--- config.mk ---
export PLATFORM = sky130hd
export DESIGN_NAME = regfile_write_arbiter
export DESIGN_NICKNAME = d
export VERILOG_FILES = /design/src/rtl/regfile_write_arbiter.sv
export SDC_FILE = /design/constraint.sdc
export NUM_CORES = 1
export LEC_CHECK = 0
export CORE_UTILIZATION = 45
export DETAILED_ROUTE_END_ITERATION = 6
export PLACE_DENSITY_LB_ADDON = 0.15
export SYNTH_ARGS = -nofsm -noshare
export SYNTH_HDL_FRONTEND = slang
export SYNTH_SLANG_ARGS = --single-unit
--- constraint.sdc ---
create_clock -name CLK -period 3.2 [get_ports CLK]
set_input_delay 0.64 -clock CLK [delete_from_list [all_inputs] [get_ports CLK]]
set_output_delay 0.64 -clock CLK [all_outputs]
set_load 0.05 [all_outputs]
--- src/rtl/regfile_write_arbiter.sv ---
// Register-file write arbiter: round-robin between requesters A and B plus a sequenced clear; 1-cycle grant-to-write, all outputs registered.
// Requesters hold REQ/ADDR/DATA until ACK; a clear preempts arbitration and pending requests wait until it completes.
module regfile_write_arbiter #(
  parameter int DATA_W = 8,
  parameter int ADDR_W = 3,
  parameter int NREGS  = 8
) (
  input  logic              CLK,
  input  logic              RESET,
  input  logic              CLR_REQ,
  output logic              CLR_BUSY,
  input  logic              A_REQ,
  input  logic [ADDR_W-1:0] A_ADDR,
  input  logic [DATA_W-1:0] A_DATA,
  output logic              A_ACK,
  input  logic              B_REQ,
  input  logic [ADDR_W-1:0] B_ADDR,
  input  logic [DATA_W-1:0] B_DATA,
  output logic              B_ACK,
  output logic              RF_WRITE,
  output logic [ADDR_W-1:0] RF_ADDR,
  output logic [DATA_W-1:0] RF_DATA
);

  localparam int CNT_W = (NREGS > 1) ? $clog2(NREGS) : 1;
  localparam logic [CNT_W-1:0] CNT_LAST = CNT_W'(NREGS - 1);

  typedef enum logic {
    ST_IDLE  = 1'b0,
    ST_CLEAR = 1'b1
  } state_t;

  state_t              state_q,    state_d;
  logic [CNT_W-1:0]    cnt_q,      cnt_d;
  logic                last_b_q,   last_b_d;
  logic                rf_write_q, rf_write_d;
  logic [ADDR_W-1:0]   rf_addr_q,  rf_addr_d;
  logic [DATA_W-1:0]   rf_data_q,  rf_data_d;
  logic                a_ack_q,    a_ack_d;
  logic                b_ack_q,    b_ack_d;
  logic                clr_busy_q, clr_busy_d;

  logic                elig_a;
  logic                elig_b;
  logic                grant_a;
  logic                grant_b;
  logic                arb_en;
  logic [CNT_W-1:0]    cnt_nxt;

  // A requester whose ACK is on the port this cycle is still holding REQ; it must not win again.
  assign elig_a  = A_REQ & ~a_ack_q;
  assign elig_b  = B_REQ & ~b_ack_q;
  assign grant_a = elig_a & (~elig_b | last_b_q);
  assign grant_b = elig_b & (~elig_a | ~last_b_q);
  assign cnt_nxt = cnt_q + CNT_W'(1);

  always_comb begin
    state_d    = state_q;
    cnt_d      = cnt_q;
    last_b_d   = last_b_q;
    rf_write_d = 1'b0;
    rf_addr_d  = rf_addr_q;
    rf_data_d  = rf_data_q;
    a_ack_d    = 1'b0;
    b_ack_d    = 1'b0;
    clr_busy_d = 1'b0;
    arb_en     = 1'b0;

    if (state_q == ST_IDLE) begin
      if (CLR_REQ) begin
        state_d    = ST_CLEAR;
        cnt_d      = '0;
        rf_write_d = 1'b1;
        rf_addr_d  = '0;
        rf_data_d  = '0;
        clr_busy_d = 1'b1;
      end else begin
        arb_en = 1'b1;
      end
    end else begin
      // cnt_q is the address on the port this cycle; the edge ending the last
      // clear write already arbitrates so a waiting requester loses no cycle.
      if (cnt_q == CNT_LAST) begin
        state_d = ST_IDLE;
        cnt_d   = '0;
        arb_en  = 1'b1;
      end else begin
        cnt_d      = cnt_nxt;
        rf_write_d = 1'b1;
        rf_addr_d  = ADDR_W'(cnt_nxt);
        rf_data_d  = '0;
        clr_busy_d = 1'b1;
      end
    end

    if (arb_en) begin
      if (grant_a) begin
        rf_write_d = 1'b1;
        rf_addr_d  = A_ADDR;
        rf_data_d  = A_DATA;
        a_ack_d    = 1'b1;
        last_b_d   = 1'b0;
      end else if (grant_b) begin
        rf_write_d = 1'b1;
        rf_addr_d  = B_ADDR;
        rf_data_d  = B_DATA;
        b_ack_d    = 1'b1;
        last_b_d   = 1'b1;
      end
    end
  end

  // LAST resets to B so that the first tie after reset goes to A.
  always_ff @(posedge CLK) begin
    if (!RESET) begin
      state_q    <= ST_IDLE;
      cnt_q      <= '0;
      last_b_q   <= 1'b1;
      rf_write_q <= 1'b0;
      rf_addr_q  <= '0;
      rf_data_q  <= '0;
      a_ack_q    <= 1'b0;
      b_ack_q    <= 1'b0;
      clr_busy_q <= 1'b0;
    end else begin
      state_q    <= state_d;
      cnt_q      <= cnt_d;
      last_b_q   <= last_b_d;
      rf_write_q <= rf_write_d;
      rf_addr_q  <= rf_addr_d;
      rf_data_q  <= rf_data_d;
      a_ack_q    <= a_ack_d;
      b_ack_q    <= b_ack_d;
      clr_busy_q <= clr_busy_d;
    end
  end

  assign RF_WRITE = rf_write_q;
  assign RF_ADDR  = rf_addr_q;
  assign RF_DATA  = rf_data_q;
  assign A_ACK    = a_ack_q;
  assign B_ACK    = b_ack_q;
  assign CLR_BUSY = clr_busy_q;

  a_single_ack: assert property (@(posedge CLK) disable iff (!RESET) !(A_ACK && B_ACK));
  a_clr_no_ack: assert property (@(posedge CLK) disable iff (!RESET) !(CLR_BUSY && (A_ACK || B_ACK)));
  a_write_src:  assert property (@(posedge CLK) disable iff (!RESET) RF_WRITE == (A_ACK || B_ACK || CLR_BUSY));

endmodule

==> results of run 1 <==
## synth_stat cells
cell	instances
a21oi_4	1
dfxtp_1	19
a221oi_1	2
buf_4	1
nand2b_4	1
a211oi_1	1
ha_1	3
inv_1	1
nor2b_4	3
o32ai_1	3
a21o_2	1
nor3b_1	4
o21ai_2	1
a32oi_1	3
a21oi_1	4
o211ai_1	8
clkbuf_1	1
a31oi_1	9
nand3_2	1
nor2_8	1
o21ai_0	2
buf_6	6
nand2_1	10
mux2_2	2
nand3_1	8
nor3_1	1
nor2_1	10
o21a_1	1
## kinds of logic (layout without fill, tap and decap cells)
family                   count (synthesis)  count (layout)
AND/OR/NAND/NOR                         39              39
multiplexers                             2               2
AO/OA/AOI/OAI                           36              36
flip-flops                              19              19
buffers and inverters                    9              46
adder cells (fa/ha/maj)                  3               3
## worst min-delay path, delay by kind of cell, from the launching register on
kind            cells  cell delay (ns)
compound gates      1             0.08
flops               1             0.33
simple gates        1             0.06
## metal layers
layer	part of all wire [%]	GRT usage [%]	routed length (microns)
met5	0	0	0
met4	1.4	8.10	34
met3	4.9	3.09	122
met2	48	35.6	1200
met1	46	28.0	1130
## worst max path at each step
stage,from,to
3_3_place_gp,B_REQ,RF_ADDR[1]$_SDFF_PN0_
5_1_grt,CLR_BUSY$_SDFF_PN0_,CLR_BUSY
2_1_floorplan,cnt_q[0]$_SDFFE_PN0P_,RF_ADDR[2]$_SDFF_PN0_
3_5_place_dp,B_REQ,RF_ADDR[1]$_SDFF_PN0_
4_1_cts,CLR_BUSY$_SDFF_PN0_,CLR_BUSY
6_report,CLR_BUSY$_SDFF_PN0_,CLR_BUSY
## power groups by stage
stage / Sequential, W / Combinational, W / Clock [W]
global route: 0.000270 / 0.000202 / 0.000132
floorplan: 0.000314 / 0.0000885 / 0
detailed placement: 0.000273 / 0.000190 / 0
finish: 0.000267 / 0.000190 / 0.000124
global placement: 0.000272 / 0.000187 / 0
CTS: 0.000267 / 0.000191 / 0.000126
## through the flow
| stage | total power [W] | hold WS (ns) |
|---|---|---|
| floorplan | 0.000403 | 0.506 |
| global placement | 0.000459 | 0.476 |
| detailed placement | 0.000463 | 0.480 |
| CTS | 0.000584 | 0.496 |
| global route | 0.000604 | 0.522 |
| finish | 0.000581 | 0.496 |
## sequential cells by signal, indices dropped and copies added, names as in the netlist
signal    count
RF_WRITE      1
B_ACK         1
RF_DATA       8
RF_ADDR       3
CLR_BUSY      1
A_ACK         1
last_b_q      1
cnt_q         3
## area by class of cell
class,count,area [sq um],share of cell area [%]
timing repair buffer,41,410,29.0
multi-input combinational,80,561,39.6
clock buffer,4,26.3,1.86
sequential,19,380,26.9
tap,27,33.8,2.39
inverter,1,3.75,0.265
==> results by group, run 1 <==
Run status
  • Status: complete, no violations

Pwr
  • Psw: 0.000200 W
  • Flop pwr share: 46.0%
  • PD cells: 411 nW/um^2
  • Combinational Power Share: 32.7%
  • Clock power frac: 21.3%
  • Sw Ratio: 34.4%
  • Peak supply drop: 341 uV
  • Int Power: 0.000381 W
  • Lkg Pwr: 0.503 nW

Placed design
  • Number of port buffers: 41
  • Area post-placement: 1390 sq um
  • Gpl congestion: 0.782
  • Placed insts: 168
  • Dpl hpwl: 1800 microns
  • Dpl ws: 0.741 ns

Layout
  • Nets@finish: 176
  • Most frequent cells in the layout: clkdlybuf4s50_1, dfxtp_1, nand2_1, nor2_1, a31oi_1
  • Commonest non-fill, non-tap cell in the layout: clkdlybuf4s50_1
  • Ant. Diodes: 0
  • Post-route cell area: 1420 sq um
  • Core Util, Final: 69.3%
  • Layout cells sized above 1: 9.66%
  • # fillers: 185
  • Area growth syn-to-layout: 38.3%
  • Final Non-Filler Cells: 172

Clock network
  • Clock buffer depth: 2
  • Hold_buf cts: 0
  • H-tree depth: 1
  • CTS clk-pin slew, worst paths: 0.11 ns
  • Clk sinks: 19
  • Worst-skew pair later-pin latency: 0.30 ns
  • Num CTS Buffers: 3
  • Setup Fix Bufs, Post-CTS: 0
  • CTS tree: done
  • CTS resizes: 0
  • Root buffer cell: clkbuf_4

Worst setup path
  • WP data arrival: 1.82 ns
  • Critical Path Start Type: register
  • Worst flop-to-flop path startpoint: cnt_q[0]$_SDFFE_PN0P_
  • R2r endpoint: RF_ADDR[2]$_SDFF_PN0_
  • Crit-path max cell delay: 0.90 ns
  • Worst Path Required: 2.56 ns
  • Flop2flop setup slack: 1.44 ns
  • CP bufs+invs: 1
  • CP top delay family: buffers and inverters
  • Levels on crit path: 1
  • CP Class: reg -> out
  • CP max FO: 12
  • Crit path capture type: primary output
  • R2R depth: 5
  • Worst path slowest cell: clkdlybuf4s50_1
  • CP cell instances: clkdlybuf4s50_1

Synthesis
  • Mapped Area: 1020 sq um
  • Synth top area share: 37.2%
  • Library cells used by synthesis: 28
  • Post-Synth Simple-Gate Area: 23.0%
  • Synth Area in Adders: 3.67%
  • Syn_area_per_cell: 9.48 sq um
  • Synth area leader: dfxtp_1
  • Post-synthesis xor/xnor area fraction: 0%
  • Synthesis warning total: 0
  • Synthesized instance count: 108
  • Register area share after synthesis: 37.2%
  • Syn Nets: 138
  • Largest family of logic cells by synthesized area: compound AO/OA/AOI/OAI gates
  • Top post-synthesis cells by area: dfxtp_1, buf_6, o211ai_1
  • Synth Register Bits: 19
  • Mux share of post-synthesis cell area: 2.20%
  • Post-synthesis compound-gate area fraction: 25.9%

Timing
  • Fin. Hold Viols: 0
  • RSZ-0062 raised after global routing: false
  • Fin crit share: 77.0%
  • Count of pins over their slew limit: 0
  • Worst-Margin Slew: 0.768 ns
  • Total negative setup slack: 0 ns
  • Clock skew: 0.00140 ns
  • Final setup fails: 0
  • Final worst slack: 0.737 ns
  • Worst slew margin: 48.8%
  • Fmax: 0.406 GHz
  • Fin crit period: 2.46 ns

Routing
  • Final antenna-violating net count: 0
  • Iter 0 DRT Violations: 19
  • Wire per inst: 14.5 microns
  • Vias per inst: 5.66
  • DRT Pass-1 Iters: 4
  • DRC: 0
  • Via count: 973
  • Routed wire length: 2490 microns

Floorplanning
  • Die W: 49.7 microns
  • Floorplan core area: 2040 sq um
  • Initial Util: 50.1%
  • I/O pins: 42
  • Die H: 49.7 microns
  • Row count: 16
  • Die area: 2470 sq um

Hold path
  • Hold Crit Depth: 2
  • Worst hold path type: reg -> reg
  • Hold Startpoint: RF_DATA[1]$_SDFF_PN0_
  • Min-Delay Endpoint: RF_DATA[1]$_SDFF_PN0_

Flow run
  • Max_cap viols: 0

Global routing
  • Initial antenna violation count: 0
  • Gr usage total: 21.5%
  • Vias in the first global route: 964
  • First-pass GRT wire length: 4170 microns
  • Largest net degree at the start of global routing: 25
  • Total congestion overflow: 0
No activity file was read; power rests on OpenSTA's default activity.
==> inputs of run 2 (changes only) <==
Settings changed: CORE_UTILIZATION 45 to 38.
Clock period 3.2 ns to 2.22 ns, I/O delays scaled along.
==> run 2 against run 1 <==
Worst hold slack worse by 0.0020 ns; sequential power increased by 44%; final area increased by 1.2%; global-route usage is 4.0 points lower; die area is 18% higher; sequential share of layout area down 0.33 points; via count shrank 1.0%; routed wire length shrank 7.1%; utilization is 12 points lower; total power rose by 44%.
==> results by group, run 2 (synthesized netlist as in run 1, its figures left out) <==
Worst setup path
  • Worst Path Required: 1.78 ns (-0.78 ns)
  • WP data arrival: 1.50 ns (-0.32 ns)
  • Crit-path max cell delay: 0.82 ns (-0.08 ns)
  • Worst path slowest cell: clkdlybuf4s50_1
  • CP bufs+invs: 1 (unchanged)
  • CP cell instances: clkdlybuf4s50_1
  • CP max FO: 2 (-10)
  • Worst flop-to-flop path startpoint: cnt_q[0]$_SDFFE_PN0P_
  • CP top delay family: buffers and inverters
  • R2R depth: 6 (+1)
  • R2r endpoint: RF_ADDR[0]$_SDFF_PN0_
  • Critical Path Start Type: register
  • Crit path capture type: primary output
  • CP Class: reg -> out
  • Flop2flop setup slack: 0.52 ns (-0.92 ns)

Layout
  • Nets@finish: 178 (+1.1%)
  • Layout cells sized above 1: 12.2% (+2.6 points)
  • Max reg flops: 8 (unchanged)
  • Post-route cell area: 1430 sq um (+1.2%)
  • # fillers: 247 (+34%)
  • Multi-input gate area: 561 sq um (unchanged)
  • Area growth syn-to-layout: 40.0%
  • Register Area: 380 sq um (unchanged)
  • Commonest non-fill, non-tap cell in the layout: clkdlybuf4s50_1
  • Ant. Diodes: 0 (unchanged)
  • Core Util, Final: 57.3% (-12 points)
  • Most frequent cells in the layout: clkdlybuf4s50_1, dfxtp_1, nand2_1, nor2_1, a31oi_1

Floorplanning
  • Initial Util: 40.9% (-9.2 points)
  • Floorplan core area: 2500 sq um (+22%)
  • Die H: 53.9 microns (+8.5%)
  • Die W: 53.9 microns (+8.5%)
  • Row count: 18 (+2)
  • Die area: 2900 sq um (+18%)
  • I/O pins: 42 (unchanged)

Placed design
  • Number of port buffers: 41 (unchanged)
  • Dpl hpwl: 1700 microns (-5.7%)
  • Area post-placement: 1410 sq um (+1.2%)
  • Gpl congestion: 0.819 (+4.8%)

Routing
  • Via count: 963 (-1.0%)
  • DRT Pass-1 Iters: 4 (unchanged)
  • DRC: 0 (unchanged)
  • Vias per inst: 5.44 (-3.8%)
  • Routed wire length: 2310 microns (-7.1%)
  • Final antenna-violating net count: 0 (unchanged)
  • Wire per inst: 13.1 microns (-9.7%)
  • Iter 0 DRT Violations: 15 (-4)

Clock network
  • CTS clk-pin slew, worst paths: 0.11 ns (about the same)
  • Hold_buf cts: 0 (unchanged)
  • Setup Fix Bufs, Post-CTS: 0 (unchanged)
  • Worst-skew pair later-pin latency: 0.30 ns (about the same)
  • Clk sinks: 19 (unchanged)
  • Num CTS Buffers: 3 (unchanged)
  • Clock buffer depth: 2 (unchanged)
  • H-tree depth: 1 (unchanged)
  • Root buffer cell: clkbuf_4
  • CTS tree: done
  • CTS resizes: 0 (unchanged)

Timing
  • Fin crit period: 1.95 ns
  • Fin. Hold Viols: 0 (unchanged)
  • Fin crit share: 87.7%
  • Worst-Margin Slew: 0.501 ns (-0.267 ns)
  • RSZ-0062 raised after global routing: false
  • Worst slew margin: 66.5% (+18 points)
  • Fmax: 0.514 GHz
  • Final setup fails: 0 (unchanged)
  • Clock skew: 0.00114 ns (-0.000266 ns)
  • Total negative setup slack: 0 ns (unchanged)
  • Count of pins over their slew limit: 0 (unchanged)

Global routing
  • Vias in the first global route: 886 (-8.1%)
  • Gr usage total: 17.5% (-4.0 points)
  • First-pass GRT wire length: 3620 microns (-13%)
  • Total congestion overflow: 0 (unchanged)
  • Initial antenna violation count: 0 (unchanged)
  • Largest net degree at the start of global routing: 25 (unchanged)

Pwr
  • PD cells: 584 nW/um^2 (+42%)
  • Lkg Pwr: 0.516 nW (+2.7%)
  • Peak supply drop: 360 uV (+5.6%)

Hold path
  • Hold Startpoint: RF_DATA[6]$_SDFF_PN0_
  • Worst hold path type: reg -> reg
  • Min-Delay Endpoint: RF_DATA[6]$_SDFF_PN0_
  • Hold Crit Depth: 2 (unchanged)

Run status
  • Status: complete, no violations

Flow run
  • Max_cap viols: 0 (unchanged)
## run 2: cell count changes in the layout (fill, tap and decap cells not counted)
| cell | change |
|---|---|
| clkbuf_1 | -1 |
| clkdlybuf4s50_1 | -1 |
| buf_4 | +3 |
| clkinv_2 | +1 |
## run 2: cell type report
cell class | count | share of cell area (%)
Multi-Input combinational cell | 80 | 39.1
Clock buffer | 3 | 1.57
Clock inverter | 1 | 0.349
Inverter | 1 | 0.262
Sequential cell | 19 | 26.6
Timing Repair Buffer | 43 | 29.5
Tap cell | 30 | 2.62
## run 2: where the power goes
part           internal (W)  switching, W  total [W]
clock network     0.0000672      0.000109   0.000176
logic              0.000119      0.000157   0.000276
registers          0.000364     0.0000203   0.000384
## run 2: metal layers
layer | wire [microns] | track usage, % | up-vias | share of wire, %
met5 | 0 | 0 | - | 0
met4 | 32 | 7.89 | 0 | 1.4
met3 | 94 | 2.82 | 5 | 4.1
met2 | 1150 | 30.7 | 26 | 50
met1 | 1030 | 20.5 | 445 | 45
li1 | - | - | 487 | -
## run 2: worst max path at each step
stage	startpoint	end	slack (ns)	cells past startpoint
floorplan	cnt_q[0]$_SDFFE_PN0P_	RF_ADDR[2]$_SDFF_PN0_	0.68	5
global placement	CLR_REQ	RF_ADDR[1]$_SDFF_PN0_	0.35	5
detailed placement	CLR_REQ	RF_ADDR[0]$_SDFF_PN0_	0.29	5
CTS	A_ACK$_SDFF_PN0_	A_ACK	0.26	1
global route	A_ACK$_SDFF_PN0_	A_ACK	0.24	1
finish	A_ACK$_SDFF_PN0_	A_ACK	0.27	1
## run 2: stage by stage
stage | hold WS, ns | std cells | power [W] | worst slack, ns
6_report | 0.494 | 177 | 0.000837 | 0.274
5_1_grt | 0.524 | 177 | 0.000877 | 0.238
4_1_cts | 0.500 | 177 | 0.000842 | 0.260
3_5_place_dp | 0.479 | 173 | 0.000667 | 0.294
3_3_place_gp | 0.479 | 173 | 0.000665 | 0.354
2_1_floorplan | 0.506 | 108 | 0.000581 | 0.679
==> inputs of run 3 (changes only) <==
Clock period 2.22 ns to 1.74 ns, I/O delays scaled along.
==> run 3 against run 2 <==
Final area up 2.7%; first-iteration DRC count down 67%; combinational power up 37%; routed wire length up 7.8%; sequential power up 27%; worst setup slack worse by 0.20 ns; largest power group unchanged; register-to-register slack worse by 0.45 ns; via count up 5.1%; cell count up 4.0%; clock power up 27%; count of clock-buffer cells in the layout up 1; worst hold slack worse by 0.0014 ns.
==> results by group, run 3 (synthesized netlist as in run 1, its figures left out) <==
Run status
  • Status: complete, no violations

Routing
  • DRC: 0 (unchanged)
  • Via count: 1,012 (+5.1%)
  • Wire per inst: 13.5 microns (+3.7%)
  • Iter 0 DRT Violations: 5 (-10)
  • Final antenna-violating net count: 0 (unchanged)
  • DRT Pass-1 Iters: 4 (unchanged)
  • Vias per inst: 5.50 (+1.1%)
  • Routed wire length: 2490 microns (+7.8%)

Global routing
  • Gr usage total: 18.6% (+1.1 points)
  • Vias in the first global route: 913 (+3.0%)
  • First-pass GRT wire length: 3870 microns (+7.1%)
  • Largest net degree at the start of global routing: 15 (-40%)
  • Total congestion overflow: 0 (unchanged)
  • Initial antenna violation count: 0 (unchanged)

Timing
  • Worst-Margin Slew: 0.273 ns (-0.228 ns)
  • Fin. Hold Viols: 0 (unchanged)
  • Fin crit share: 95.8%
  • Fmax: 0.600 GHz
  • Clock skew: 0.00428 ns (+0.00314 ns)
  • RSZ-0062 raised after global routing: false
  • Count of pins over their slew limit: 0 (unchanged)
  • Fin crit period: 1.67 ns
  • Worst slew margin: 81.6% (+15 points)
  • Final setup fails: 0 (unchanged)

Pwr
  • PD cells: 740 nW/um^2 (+27%)
  • Peak supply drop: 416 uV (+16%)
  • Lkg Pwr: 0.577 nW (+12%)

Floorplanning
  • Die W: 53.9 microns (unchanged)
  • Die H: 53.9 microns (unchanged)
  • I/O pins: 42 (unchanged)
  • Initial Util: 40.9% (unchanged)
  • Floorplan core area: 2500 sq um (unchanged)
  • Row count: 18 (unchanged)
  • Die area: 2900 sq um (unchanged)

Placed design
  • Dpl hpwl: 1920 microns (+13%)
  • Number of port buffers: 41 (unchanged)
  • Gpl congestion: 0.824 (+0.55%)
  • Area post-placement: 1440 sq um (+2.1%)
  • Placed insts: 180 (+4.0%)

Hold path
  • Min-Delay Endpoint: RF_DATA[5]$_SDFF_PN0_
  • Hold Startpoint: RF_DATA[5]$_SDFF_PN0_
  • Worst hold path type: reg -> reg
  • Hold Crit Depth: 2 (unchanged)

Worst setup path
  • Worst Path Required: 1.92 ns (+0.14 ns)
  • CP max FO: 4 (+2)
  • R2r endpoint: RF_ADDR[2]$_SDFF_PN0_
  • Critical Path Start Type: register
  • R2R depth: 5 (-1)
  • WP data arrival: 1.85 ns (+0.35 ns)
  • Crit path capture type: register
  • CP Class: reg -> reg
  • Worst flop-to-flop path startpoint: cnt_q[0]$_SDFFE_PN0P_
  • Flop2flop setup slack: 0.07 ns (-0.45 ns)

Clock network
  • Clock buffer depth: 2 (unchanged)
  • Hold_buf cts: 0 (unchanged)
  • CTS clk-pin slew, worst paths: 0.11 ns (about the same)
  • Worst-skew pair later-pin latency: 0.29 ns (about the same)
  • H-tree depth: 1 (unchanged)
  • CTS tree: done
  • Root buffer cell: clkbuf_4
  • Num CTS Buffers: 3 (unchanged)
  • Clk sinks: 19 (unchanged)

Layout
  • Commonest non-fill, non-tap cell in the layout: clkdlybuf4s50_1
  • Post-route cell area: 1470 sq um (+2.7%)
  • Area growth syn-to-layout: 43.8%
  • Nets@finish: 185 (+3.9%)
  • Layout cells sized above 1: 26.6% (+14 points)
  • Final Non-Filler Cells: 184 (+4.0%)
  • Max reg flops: 8 (unchanged)
  • Ant. Diodes: 0 (unchanged)
  • Most frequent cells in the layout: clkdlybuf4s50_1, buf_4, dfxtp_1

Flow run
  • Max_cap viols: 0 (unchanged)
## run 3: changes by cell type in the layout (fill, tap and decap cells not counted)
cell / delta
buf_4: +20
clkdlybuf4s50_1: -14
a221oi_1: -1
a221oi_2: +1
buf_12: +1
clkbuf_1: +1
clkinv_2: -1
dfxtp_1: -1
dfxtp_2: +1
ha_1: -1
ha_2: +1
## run 3: worst max-delay path by stage
stage	startpoint	cells past startpoint	slack [ns]	end
final	cnt_q[0]$_SDFFE_PN0P_	5	0.07	RF_ADDR[2]$_SDFF_PN0_
after detailed placement	cnt_q[0]$_SDFFE_PN0P_	5	-0.03	RF_ADDR[2]$_SDFF_PN0_
after floorplan	cnt_q[0]$_SDFFE_PN0P_	5	0.20	RF_ADDR[2]$_SDFF_PN0_
after CTS	cnt_q[0]$_SDFFE_PN0P_	5	0.04	RF_ADDR[2]$_SDFF_PN0_
after global routing	cnt_q[0]$_SDFFE_PN0P_	5	0.001	RF_ADDR[2]$_SDFF_PN0_
after global placement	cnt_q[0]$_SDFFE_PN0P_	5	0.06	RF_ADDR[2]$_SDFF_PN0_
## run 3: critical path, stage by stage (launching register included)
cell and delay, ns:
dfxtp_2 0.35, ha_1 0.22, ha_1 0.31, mux2_2 0.30, a221oi_2 0.26, o32ai_1 0.12
## run 3: per-stage QoR
stage / TNS [ns] / worst slack (ns) / util (%) / power, W / hold slack, ns
finish: 0 / 0.0727 / 58.9 / 0.00109 / 0.492
global route: 0 / 0.00129 / 58.9 / 0.00115 / 0.526
CTS: 0 / 0.0407 / 58.6 / 0.00109 / 0.497
detailed placement: -0.0278 / -0.0278 / 57.4 / 0.000873 / 0.477
global placement: 0 / 0.0595 / 57.4 / 0.000865 / 0.482
floorplan: 0 / 0.199 / - / 0.000741 / 0.502
## run 3: per-layer routing
layer | wire (microns) | GRT usage [%] | vias to the layer above
met4 | 48 | 9.21 | 0
li1 | - | - | 500
met1 | 999 | 19.9 | 477
met2 | 1330 | 34.2 | 29
met3 | 117 | 3.67 | 6
met5 | 0 | 0 | -
## run 3: cell type report
class	count	area, sq um
sequential	19	382
multi-input combinational	80	569
timing repair buffer	50	453
inverter	1	3.75
fill	236	1030
tap	30	37.5
clock buffer	4	26.3
## run 3: timing repair
item | in CTS | in global routing
gates resized for setup | 2 | 1
endpoints found under the setup margin | 1 | 1
buffers inserted | 0 | 0
## run 3: power breakdown
part	total (W)	internal [W]	switching, W
Clock	0.000224	0.0000892	0.000134
Combinational	0.000377	0.000165	0.000212
Sequential	0.000489	0.000465	0.0000241
